File: src/rtl/axi_lite_csr_bank_pkg.sv
// Shared register map, response codes and address decode for the matrix-core CSR bank.
package axi_lite_csr_pkg;

  localparam logic [7:0] CTRL_OFS    = 8'h00;
  localparam logic [7:0] STATUS_OFS  = 8'h04;
  localparam logic [7:0] VERSION_OFS = 8'h08;

  localparam logic [1:0] RESP_OKAY   = 2'b00;
  localparam logic [1:0] RESP_SLVERR = 2'b10;

  localparam int unsigned CTRL_START  = 0;
  localparam int unsigned CTRL_IRQ_EN = 1;
  localparam int unsigned STAT_DONE   = 0;
  localparam int unsigned STAT_BUSY   = 1;
  localparam int unsigned STAT_ERR    = 2;

  typedef enum logic {R_IDLE, R_DATA} rd_state_e;

  typedef enum logic [2:0] {K_CTRL, K_STATUS, K_VERSION, K_CFG, K_BAD} addr_kind_e;

  // Fixed registers take precedence over the CFG window if the two ever overlap.
  function automatic addr_kind_e decode_ofs(input logic [7:0] ofs,
                                            input logic [7:0] cfg_base,
                                            input int unsigned num_cfg);
    logic [7:0] rel;
    rel = ofs - cfg_base;
    if (ofs[1:0] != 2'b00)    return K_BAD;
    if (ofs == CTRL_OFS)      return K_CTRL;
    if (ofs == STATUS_OFS)    return K_STATUS;
    if (ofs == VERSION_OFS)   return K_VERSION;
    if ((ofs >= cfg_base) && (({24'd0, rel} >> 2) < num_cfg)) return K_CFG;
    return K_BAD;
  endfunction

endpackage

File: src/rtl/axi_lite_csr_bank_wr_capture.sv
// AXI4-Lite write capture: independent AW/W holding registers, commit strobe and B channel.
module axi_lite_wr_capture #(
  parameter int unsigned ADDR_W = 32,
  parameter int unsigned DATA_W = 32
) (
  input  logic                  clk,
  input  logic                  rst_n,
  input  logic [ADDR_W-1:0]     awaddr,
  input  logic                  awvalid,
  output logic                  awready,
  input  logic [DATA_W-1:0]     wdata,
  input  logic [DATA_W/8-1:0]   wstrb,
  input  logic                  wvalid,
  output logic                  wready,
  output logic [1:0]            bresp,
  output logic                  bvalid,
  input  logic                  bready,
  output logic                  commit,
  output logic [ADDR_W-1:0]     commit_addr,
  output logic [DATA_W-1:0]     commit_data,
  output logic [DATA_W/8-1:0]   commit_strb,
  input  logic [1:0]            commit_resp
);
  import axi_lite_csr_pkg::*;

  logic                aw_held;
  logic                w_held;
  logic [ADDR_W-1:0]   addr_q;
  logic [DATA_W-1:0]   data_q;
  logic [DATA_W/8-1:0] strb_q;
  logic                aw_hs;
  logic                w_hs;

  assign awready = !aw_held && !bvalid;
  assign wready  = !w_held && !bvalid;
  assign aw_hs   = awvalid && awready;
  assign w_hs    = wvalid && wready;

  // A channel that handshakes in the commit cycle bypasses its holding register.
  assign commit      = (aw_held || aw_hs) && (w_held || w_hs);
  assign commit_addr = aw_held ? addr_q : awaddr;
  assign commit_data = w_held ? data_q : wdata;
  assign commit_strb = w_held ? strb_q : wstrb;

  always_ff @(posedge clk) begin
    if (!rst_n) begin
      aw_held <= 1'b0;
      w_held  <= 1'b0;
      addr_q  <= '0;
      data_q  <= '0;
      strb_q  <= '0;
      bvalid  <= 1'b0;
      bresp   <= RESP_OKAY;
    end else begin
      if (commit) begin
        aw_held <= 1'b0;
      end else if (aw_hs) begin
        aw_held <= 1'b1;
        addr_q  <= awaddr;
      end

      if (commit) begin
        w_held <= 1'b0;
      end else if (w_hs) begin
        w_held <= 1'b1;
        data_q <= wdata;
        strb_q <= wstrb;
      end

      if (commit) begin
        bvalid <= 1'b1;
        bresp  <= commit_resp;
      end else if (bvalid && bready) begin
        bvalid <= 1'b0;
      end
    end
  end

endmodule

File: src/rtl/axi_lite_csr_bank.sv
// AXI4-Lite CSR bank for the matrix compute core: CTRL/STATUS/VERSION plus NUM_CFG config words.
module axi_lite_csr_bank
  import axi_lite_csr_pkg::*;
#(
  parameter int unsigned DATA_W   = 32,
  parameter int unsigned ADDR_W   = 32,
  parameter int unsigned NUM_CFG  = 4,
  parameter logic [7:0]  CFG_BASE = 8'h10,
  parameter logic [31:0] VERSION  = 32'h0002_0000
) (
  input  logic                      clk,
  input  logic                      rst_n,
  input  logic [ADDR_W-1:0]         s_axi_awaddr,
  input  logic                      s_axi_awvalid,
  output logic                      s_axi_awready,
  input  logic [DATA_W-1:0]         s_axi_wdata,
  input  logic [DATA_W/8-1:0]       s_axi_wstrb,
  input  logic                      s_axi_wvalid,
  output logic                      s_axi_wready,
  output logic [1:0]                s_axi_bresp,
  output logic                      s_axi_bvalid,
  input  logic                      s_axi_bready,
  input  logic [ADDR_W-1:0]         s_axi_araddr,
  input  logic                      s_axi_arvalid,
  output logic                      s_axi_arready,
  output logic [DATA_W-1:0]         s_axi_rdata,
  output logic [1:0]                s_axi_rresp,
  output logic                      s_axi_rvalid,
  input  logic                      s_axi_rready,
  output logic [NUM_CFG*DATA_W-1:0] cfg_flat,
  output logic                      start,
  input  logic                      done,
  output logic                      irq
);

  if (DATA_W != 32) begin : g_bad_data_w
    $error("axi_lite_csr_bank: DATA_W must be 32");
  end
  if (NUM_CFG < 1 || NUM_CFG > 28) begin : g_bad_num_cfg
    $error("axi_lite_csr_bank: NUM_CFG must be 1..28");
  end
  if (ADDR_W < 9) begin : g_bad_addr_w
    $error("axi_lite_csr_bank: ADDR_W must exceed 8");
  end

  logic                commit;
  logic [ADDR_W-1:0]   wr_addr;
  logic [DATA_W-1:0]   wr_data;
  logic [DATA_W/8-1:0] wr_strb;
  logic [7:0]          wr_ofs;
  addr_kind_e          wr_kind;
  logic [1:0]          wr_resp;
  logic                start_req;

  logic                irq_en;
  logic                st_done;
  logic                st_busy;
  logic                st_err;
  logic [DATA_W-1:0]   cfg_q [NUM_CFG];

  logic [7:0]          rd_ofs;
  addr_kind_e          rd_kind;
  logic [DATA_W-1:0]   rd_data;
  logic [1:0]          rd_resp;
  rd_state_e           rstate;

  logic                unused_addr_hi;
  assign unused_addr_hi = ^{wr_addr[ADDR_W-1:8], s_axi_araddr[ADDR_W-1:8]};

  axi_lite_wr_capture #(
    .ADDR_W (ADDR_W),
    .DATA_W (DATA_W)
  ) u_wr_capture (
    .clk         (clk),
    .rst_n       (rst_n),
    .awaddr      (s_axi_awaddr),
    .awvalid     (s_axi_awvalid),
    .awready     (s_axi_awready),
    .wdata       (s_axi_wdata),
    .wstrb       (s_axi_wstrb),
    .wvalid      (s_axi_wvalid),
    .wready      (s_axi_wready),
    .bresp       (s_axi_bresp),
    .bvalid      (s_axi_bvalid),
    .bready      (s_axi_bready),
    .commit      (commit),
    .commit_addr (wr_addr),
    .commit_data (wr_data),
    .commit_strb (wr_strb),
    .commit_resp (wr_resp)
  );

  assign wr_ofs    = wr_addr[7:0];
  assign wr_kind   = decode_ofs(wr_ofs, CFG_BASE, NUM_CFG);
  assign wr_resp   = (wr_kind == K_BAD) ? RESP_SLVERR : RESP_OKAY;
  assign start_req = commit && (wr_kind == K_CTRL) && wr_strb[0] && wr_data[CTRL_START];

  for (genvar g = 0; g < NUM_CFG; g++) begin : g_cfg_flat
    assign cfg_flat[g*DATA_W +: DATA_W] = cfg_q[g];
  end

  // Statement order sets priority: W1C, then START, then the done set wins last.
  always_ff @(posedge clk) begin
    if (!rst_n) begin
      irq_en  <= 1'b0;
      st_done <= 1'b0;
      st_busy <= 1'b0;
      st_err  <= 1'b0;
      start   <= 1'b0;
      irq     <= 1'b0;
      for (int unsigned i = 0; i < NUM_CFG; i++) begin
        cfg_q[i] <= '0;
      end
    end else begin
      start <= 1'b0;

      if (commit) begin
        case (wr_kind)
          K_CTRL: begin
            if (wr_strb[0]) irq_en <= wr_data[CTRL_IRQ_EN];
          end
          K_STATUS: begin
            if (wr_strb[0] && wr_data[STAT_DONE]) st_done <= 1'b0;
            if (wr_strb[0] && wr_data[STAT_ERR])  st_err  <= 1'b0;
          end
          K_CFG: begin
            for (int unsigned i = 0; i < NUM_CFG; i++) begin
              if (wr_ofs == CFG_BASE + 8'(4*i)) begin
                for (int unsigned j = 0; j < DATA_W/8; j++) begin
                  if (wr_strb[j]) cfg_q[i][8*j +: 8] <= wr_data[8*j +: 8];
                end
              end
            end
          end
          default: ;
        endcase
      end

      if (start_req) begin
        if (!st_busy) begin
          start   <= 1'b1;
          st_busy <= 1'b1;
          st_done <= 1'b0;
        end else begin
          st_err <= 1'b1;
        end
      end

      if (done && st_busy) begin
        st_busy <= 1'b0;
        st_done <= 1'b1;
      end

      irq <= irq_en & (st_done | st_err);
    end
  end

  assign rd_ofs  = s_axi_araddr[7:0];
  assign rd_kind = decode_ofs(rd_ofs, CFG_BASE, NUM_CFG);

  always_comb begin
    rd_data = '0;
    rd_resp = RESP_OKAY;
    case (rd_kind)
      K_CTRL:    rd_data[CTRL_IRQ_EN] = irq_en;
      K_STATUS: begin
        rd_data[STAT_DONE] = st_done;
        rd_data[STAT_BUSY] = st_busy;
        rd_data[STAT_ERR]  = st_err;
      end
      K_VERSION: rd_data = VERSION;
      K_CFG: begin
        for (int unsigned i = 0; i < NUM_CFG; i++) begin
          if (rd_ofs == CFG_BASE + 8'(4*i)) rd_data = cfg_q[i];
        end
      end
      default:   rd_resp = RESP_SLVERR;
    endcase
  end

  assign s_axi_arready = (rstate == R_IDLE);
  assign s_axi_rvalid  = (rstate == R_DATA);

  always_ff @(posedge clk) begin
    if (!rst_n) begin
      rstate      <= R_IDLE;
      s_axi_rdata <= '0;
      s_axi_rresp <= RESP_OKAY;
    end else begin
      case (rstate)
        R_IDLE: begin
          if (s_axi_arvalid) begin
            s_axi_rdata <= rd_data;
            s_axi_rresp <= rd_resp;
            rstate      <= R_DATA;
          end
        end
        R_DATA: begin
          if (s_axi_rready) rstate <= R_IDLE;
        end
        default: rstate <= R_IDLE;
      endcase
    end
  end

endmodule

File: config.mk
export PLATFORM = sky130hd
export DESIGN_NAME = axi_lite_csr_bank
export DESIGN_NICKNAME = d
export VERILOG_FILES = /design/src/rtl/axi_lite_csr_bank_pkg.sv /design/src/rtl/axi_lite_csr_bank_wr_capture.sv /design/src/rtl/axi_lite_csr_bank.sv
export SDC_FILE = /design/constraint.sdc
export NUM_CORES = 1
export LEC_CHECK = 0
export CAP_MARGIN = 20
export CORE_MARGIN = 2
export CORE_UTILIZATION = 40
export CTS_CLUSTER_SIZE = 28
export DETAILED_ROUTE_END_ITERATION = 7
export DONT_BUFFER_PORTS = 1
export GPL_TIMING_DRIVEN = 0
export PLACE_DENSITY = 0.57
export SLEW_MARGIN = 20
export SYNTH_ARGS = -nofsm -noshare
export SYNTH_HDL_FRONTEND = slang
export SYNTH_SLANG_ARGS = --single-unit
export TNS_END_PERCENT = 100
File: constraint.sdc
create_clock -name clk -period 3 [get_ports clk]
set_input_delay 0.3 -clock clk [delete_from_list [all_inputs] [get_ports clk]]
set_output_delay 0.3 -clock clk [all_outputs]
set_load 0.005 [all_outputs]
After elaboration in Yosys (flattened, before gate mapping)
Memories as Yosys holds them, arrays and structs flattened.
Cells that the tools add are included.
Widths: inputs -> output; s select.
{"block": "totals", "ff_bits": 90, "ramBits": 128, "in_bits": 108, "word_cells": 277, "memories": 1}
{"memory": "cfg_q", "depth": 4, "word_bits": 32, "rd": 4, "rd_clocked_by_memory_dff": 0, "wr": 4, "line": "axi_lite_csr_bank.sv:59", "rtl": "logic [DATA_W-1:0] cfg_q [NUM_CFG];"}
{"block": "op_classes", "add_sub_neg": 2, "order_cmp": 4, "eq_ne": 18, "mux": 181, "bitwise_logic": 21, "reduce_logical": 34}
{"op": "$mux 32", "n": 5}
{"op": "$mux 8", "n": 17}
{"op": "$mux 1", "n": 131}
{"op": "$eq 8x5->1 const B", "n": 8}
{"op": "$mux 3", "n": 20}
{"op": "$pmux 29 s2", "n": 1}
{"op": "$or 1x1->1", "n": 17}
{"op": "$eq 8x3->1 const B", "n": 2}
{"op": "$eq 8x4->1 const B", "n": 2}
{"op": "$ge 8x5->1 const B", "n": 2}
{"op": "$logic_not 8->1", "n": 2}
{"op": "$sub 8x5->8 const B", "n": 2}
{"op": "$logic_and 1x1->1", "n": 14}
{"op": "$lt 6x3->1 const B", "n": 2}
{"op": "$eq 3x2->1 const B", "n": 3}
{"op": "$reduce_and 2->1", "n": 4}
{"op": "$eq 3x1->1 const B", "n": 2}
{"op": "$logic_not 3->1", "n": 2}
{"op": "$pmux 1 s2", "n": 3}
{"op": "$reduce_bool 2->1", "n": 3}
{"op": "$mux 2", "n": 2}
{"op": "$mux 4", "n": 1}
{"op": "$reduce_or 2->1", "n": 2}
{"op": "$reduce_or 4->1", "n": 1}
{"op": "7 further kinds", "n": 12}

Longest topological paths before layout
{"block": "logic_depth", "word_depth": 24, "depth_mapped": 8, "mapped_depth_nobuf": 5}

Cells and area by module
A second synthesis with hierarchy kept.
{"block": "hier_totals", "cells_unflattened": 1032, "hier_area_um2": 10886.7}
{"module": "axi_lite_csr_bank", "n_inst": 1, "cells_per_inst": 636, "area_each_um2": 7121.8, "seq_area_each_um2": 4644.5}
{"module": "axi_lite_wr_capture", "n_inst": 1, "cells_per_inst": 396, "area_each_um2": 3764.9, "seq_area_each_um2": 1461.4}

Worst setup path before layout
OpenSTA, ideal clock, no wires.
{"block": "synth_timing", "path_kind": "register to register", "startpoint": "register u_wr_capture.aw_held", "endpoint": "memory cfg_q[0][10], enable pin", "setup_time_ns": 0.384, "arrival_time_ns": 2.145, "required_ns": 2.616, "path_slack_ns": 0.471, "path_stages_with_launch": 6, "cell_sequence": "dfxtp_1 > buf_4 > or4b_1 > a222oi_1 > nand2b_1 > o21ai_0"}
{"element": "start, declared", "line": "axi_lite_csr_bank_wr_capture.sv:26", "rtl": "logic aw_held;"}
{"element": "start signal, assigned", "line": "axi_lite_csr_bank_wr_capture.sv:47", "rtl": "aw_held <= 1'b0;"}
{"element": "start signal, assigned", "line": "axi_lite_csr_bank_wr_capture.sv:56", "rtl": "aw_held <= 1'b0;"}
{"element": "start signal, assigned", "line": "axi_lite_csr_bank_wr_capture.sv:58", "rtl": "aw_held <= 1'b1;"}
{"element": "end, declared", "line": "axi_lite_csr_bank.sv:59"}

==> flow_metrics.py <==
metrics = {
    "run_status": {
        "outcome": "complete, no violations",
    },
    "synth": {
        "synth_top_family_by_area": "simple AND/OR/NAND/NOR gates",
        "synth_seq_area_share_pct": 59.6,
        "yosys.area_share.simple_pct": 16.2,
        "ys_seq_elements": 216,
        "synth.distinct_cells": 49,
        "yosys_warnings": 0,
        "synthXorXnorAreaFrac_pct": 0,
        "synth_edf_count": 128,
        "postSynthCellCount": 866,
        "synth.avg_cell_area_um2": 10.9,
        "synthArstFlopShare_pct": 0,
        "synthMuxAreaShare_pct": 8.74,
        "ys.flop_type": "edfxtp_1",
        "synth_fa_ha_area_share_pct": 0,
        "synth_area_um2": 9410,
        "synth_compound_area_share_pct": 12.8,
    },
    "sta": {
        "relSlewSlack_pct": 28.1,
        "timing.final.ws_setup_ps": 148,
        "finalCritPeriodShare_pct": 95.1,
        "skew_ps": 12.2,
        "setup_viol": 0,
        "max_freq_mhz": 351,
        "fin_crit_ps": 2850,
        "rsz0062_at_grt": "true",
        "maxSlewViolCount": 0,
        "fin_setup_tns_ps": 0,
        "final-hold-violation-count": 0,
        "worstMarginPinSlew_ps": 1070,
        "holdWs_ps": 34.5,
    },
    "power_and_ir_drop": {
        "cell_internal_pwr_mw": 5.39,
        "power.total_mw": 7.05,
        "power_frac_clock_pct": 44.1,
        "power.switching_mw": 1.66,
        "p_leak_nw": 3.94,
        "combPwrFrac_pct": 8.9,
        "ir_worst_vdd_v": 0.000471,
        "p_per_area_nw_per_um2": 628,
        "power_frac_seq_pct": 47.1,
        "power.switching_fraction_pct": 23.6,
    },
    "route": {
        "vias": 7177,
        "drt_iter0_markers": 499,
        "firstDrtPassIters": 5,
        "drc": 0,
        "vias_per_cell": 5.58,
        "ant_nets": 0,
        "drt_wl_total_mm": 31.0,
        "routedWlPerCell_um": 24.1,
    },
    "cts": {
        "insertion_delay_ps": 510,
        "cts_tree": "yes",
        "clockRootBuffer": "clkbuf_16",
        "cts_buffer_depth": 3,
        "cts_max_level": 1,
        "cts_sinks": 216,
        "cts_buffers": 23,
        "path_clk_slew_ps": 60,
    },
    "die": {
        "dieArea_um2": 24800,
        "start_util_pct": 40.4,
        "row_count": 56,
        "die_x_um": 157,
        "die_h_um": 157,
        "top_level_ports": 279,
        "core_um2": 23300,
    },
    "setup_path": {
        "reg2reg_setup_slack_ps": 150,
        "slowest_stage": "clkbuf_1",
        "timing.rr.end": "cfg_q[1][17]",
        "r2r_start": "u_wr_capture.w_held",
        "startpoint_type": "flop",
        "critPathTopFamily": "buffers and inverters",
        "cp_num_buf_inv": 3,
        "critPathCaptureType": "flop",
        "cp_max_fo": 10,
        "critPathLaunch": "u_wr_capture.w_held",
        "crit_required_ps": 3230,
        "rr_worst_depth": 5,
        "arrival_ps": 3080,
        "cpMostUsedCell": "clkbuf_1",
        "cp.depth": 5,
        "max_stage_delay_ps": 780,
        "cp-endpoint": "cfg_q[1][17]",
        "path_class": "reg2reg",
        "path_cells": "clkbuf_1 -> buf_1 -> clkbuf_1 -> mux2i_1 -> nor2_1",
    },
    "grt": {
        "grt_pass1_wl_mm": 45.3,
        "grt_usage_pct": 24.8,
        "grt_max_degree": 15,
        "grt_pass1_vias": 7196,
        "grt_antenna_before_repair": 0,
        "overflow": 0,
    },
    "finish": {
        "finalCoreUtilization_pct": 48.3,
        "mostFrequentLayoutCells": "nor2_1 (143), edfxtp_1 (128), nand2_1 (101)",
        "area_growth_pct": 19.5,
        "multi_input_area_um2": 3590,
        "nNetsFinal": 1060,
        "final_cell_count_no_fill": 1287,
        "diodes": 0,
        "design_area_um2": 11200,
        "drive_above_1_share_pct": 8.16,
        "final_common_cell": "nor2_1",
        "regArea_um2": 5610,
        "num-fill-cells": 2240,
    },
    "placed_design": {
        "dpl_cell_area_um2": 9870,
        "port_buffers": 0,
        "dp_hpwl_mm": 21.8,
        "gp_congestion": 0.844,
        "dpl_worst_slack_ps": -221,
        "dp_cells": 1194,
    },
    "run": {
        "drv_cap": 0,
    },
    "hold_path": {
        "hold_class": "in2reg",
    },
}
==> per-layer routing <==
layer | vias up | GRT usage (%) | part of all wire, %
met5 | - | 0 | 0
met4 | 0 | 6.06 | 2.4
met3 | 53 | 7.52 | 10
met2 | 322 | 40.7 | 47
met1 | 3504 | 32.0 | 41
li1 | 3298 | - | -
==> Yosys cell counts (3+ instances only) <==
| master | number | area, µm² |
|---|---|---|
| buf_2 | 4 | 20.0 |
| a22oi_1 | 28 | 210 |
| nand3b_1 | 3 | 22.5 |
| nand2_2 | 4 | 25.0 |
| nand2_1 | 101 | 379 |
| a21boi_0 | 37 | 278 |
| nor2b_1 | 38 | 238 |
| and3_1 | 4 | 25.0 |
| mux2i_1 | 72 | 721 |
| mux2_2 | 5 | 56.3 |
| nor3b_1 | 3 | 22.5 |
| nor2_1 | 143 | 537 |
| nand3_1 | 8 | 40.0 |
| a21oi_1 | 8 | 40.0 |
| clkbuf_1 | 42 | 158 |
| or3_1 | 5 | 31.3 |
| inv_1 | 6 | 22.5 |
| o221ai_1 | 29 | 254 |
| buf_1 | 5 | 18.8 |
| nor3_1 | 8 | 40.0 |
| buf_4 | 3 | 22.5 |
| dfxtp_1 | 88 | 1760 |
| o21ai_0 | 54 | 270 |
| edfxtp_1 | 128 | 3840 |
==> logic make-up (layout without fill, tap and decap cells) <==
logic type,after synthesis,in the layout
buffers and inverters,60,161
flip-flops,216,216
multiplexers,79,79
AND/OR/NAND/NOR,336,336
AO/OA/AOI/OAI,174,174
other,1,2
==> state kept, by name, summed over array words and instances, names as in the netlist, 4 cells and up <==
signal	flops
u_wr_capture.data_q	32
u_wr_capture.addr_q	8
cfg_q	128
s_axi_rdata	32
u_wr_capture.strb_q	4
==> worst reg2reg max path: stages, from the launching register on <==
cell	delay [ps]
dfxtp_1	310
clkbuf_1	260
buf_1	560
clkbuf_1	790
mux2i_1	550
nor2_1	120
==> how the worst min path moves through the flow <==
stage | cells past startpoint | start | slack, ps | endpoint
floorplan | 1 | irq_en | 430 | irq
CTS | 2 | done | 20 | st_busy
detailed placement | 1 | s_axi_arvalid | 440 | s_axi_rvalid
finish | 2 | done | 30 | st_busy
global route | 2 | done | 20 | st_busy
global placement | 1 | s_axi_arvalid | 440 | s_axi_rvalid
==> power groups by stage <==
stage	Sequential [mW]	Combinational, mW	Clock [mW]
final	3.32	0.625	3.11
after global routing	3.33	0.681	3.27
after CTS	3.32	0.622	3.16
after detailed placement	3.39	0.558	0
after global placement	3.39	0.545	0
after floorplan	3.35	0.379	0
==> final cells by class <==
cell class	count	share of cell area, %
plain buffers	54	1.96
clock buffers	29	5.68
clock inverters	12	1.68
inverters	6	0.200
multi-input cells	591	31.9
flip-flops and latches	216	49.9
well taps	319	3.55
repair buffers	60	5.12
==> repair_timing <==
action / 4_1_cts / 5_1_grt
endpoints found under the setup margin: 32 / 36
gates cloned: 0 / 0
hold buffers: 50 / 0
hold endpoints to repair: 49 / 0
setup buffers: 2 / 0
resized for setup: 4 / 5
pin swaps: 1 / 0
(Power assumes the default switching activity.)
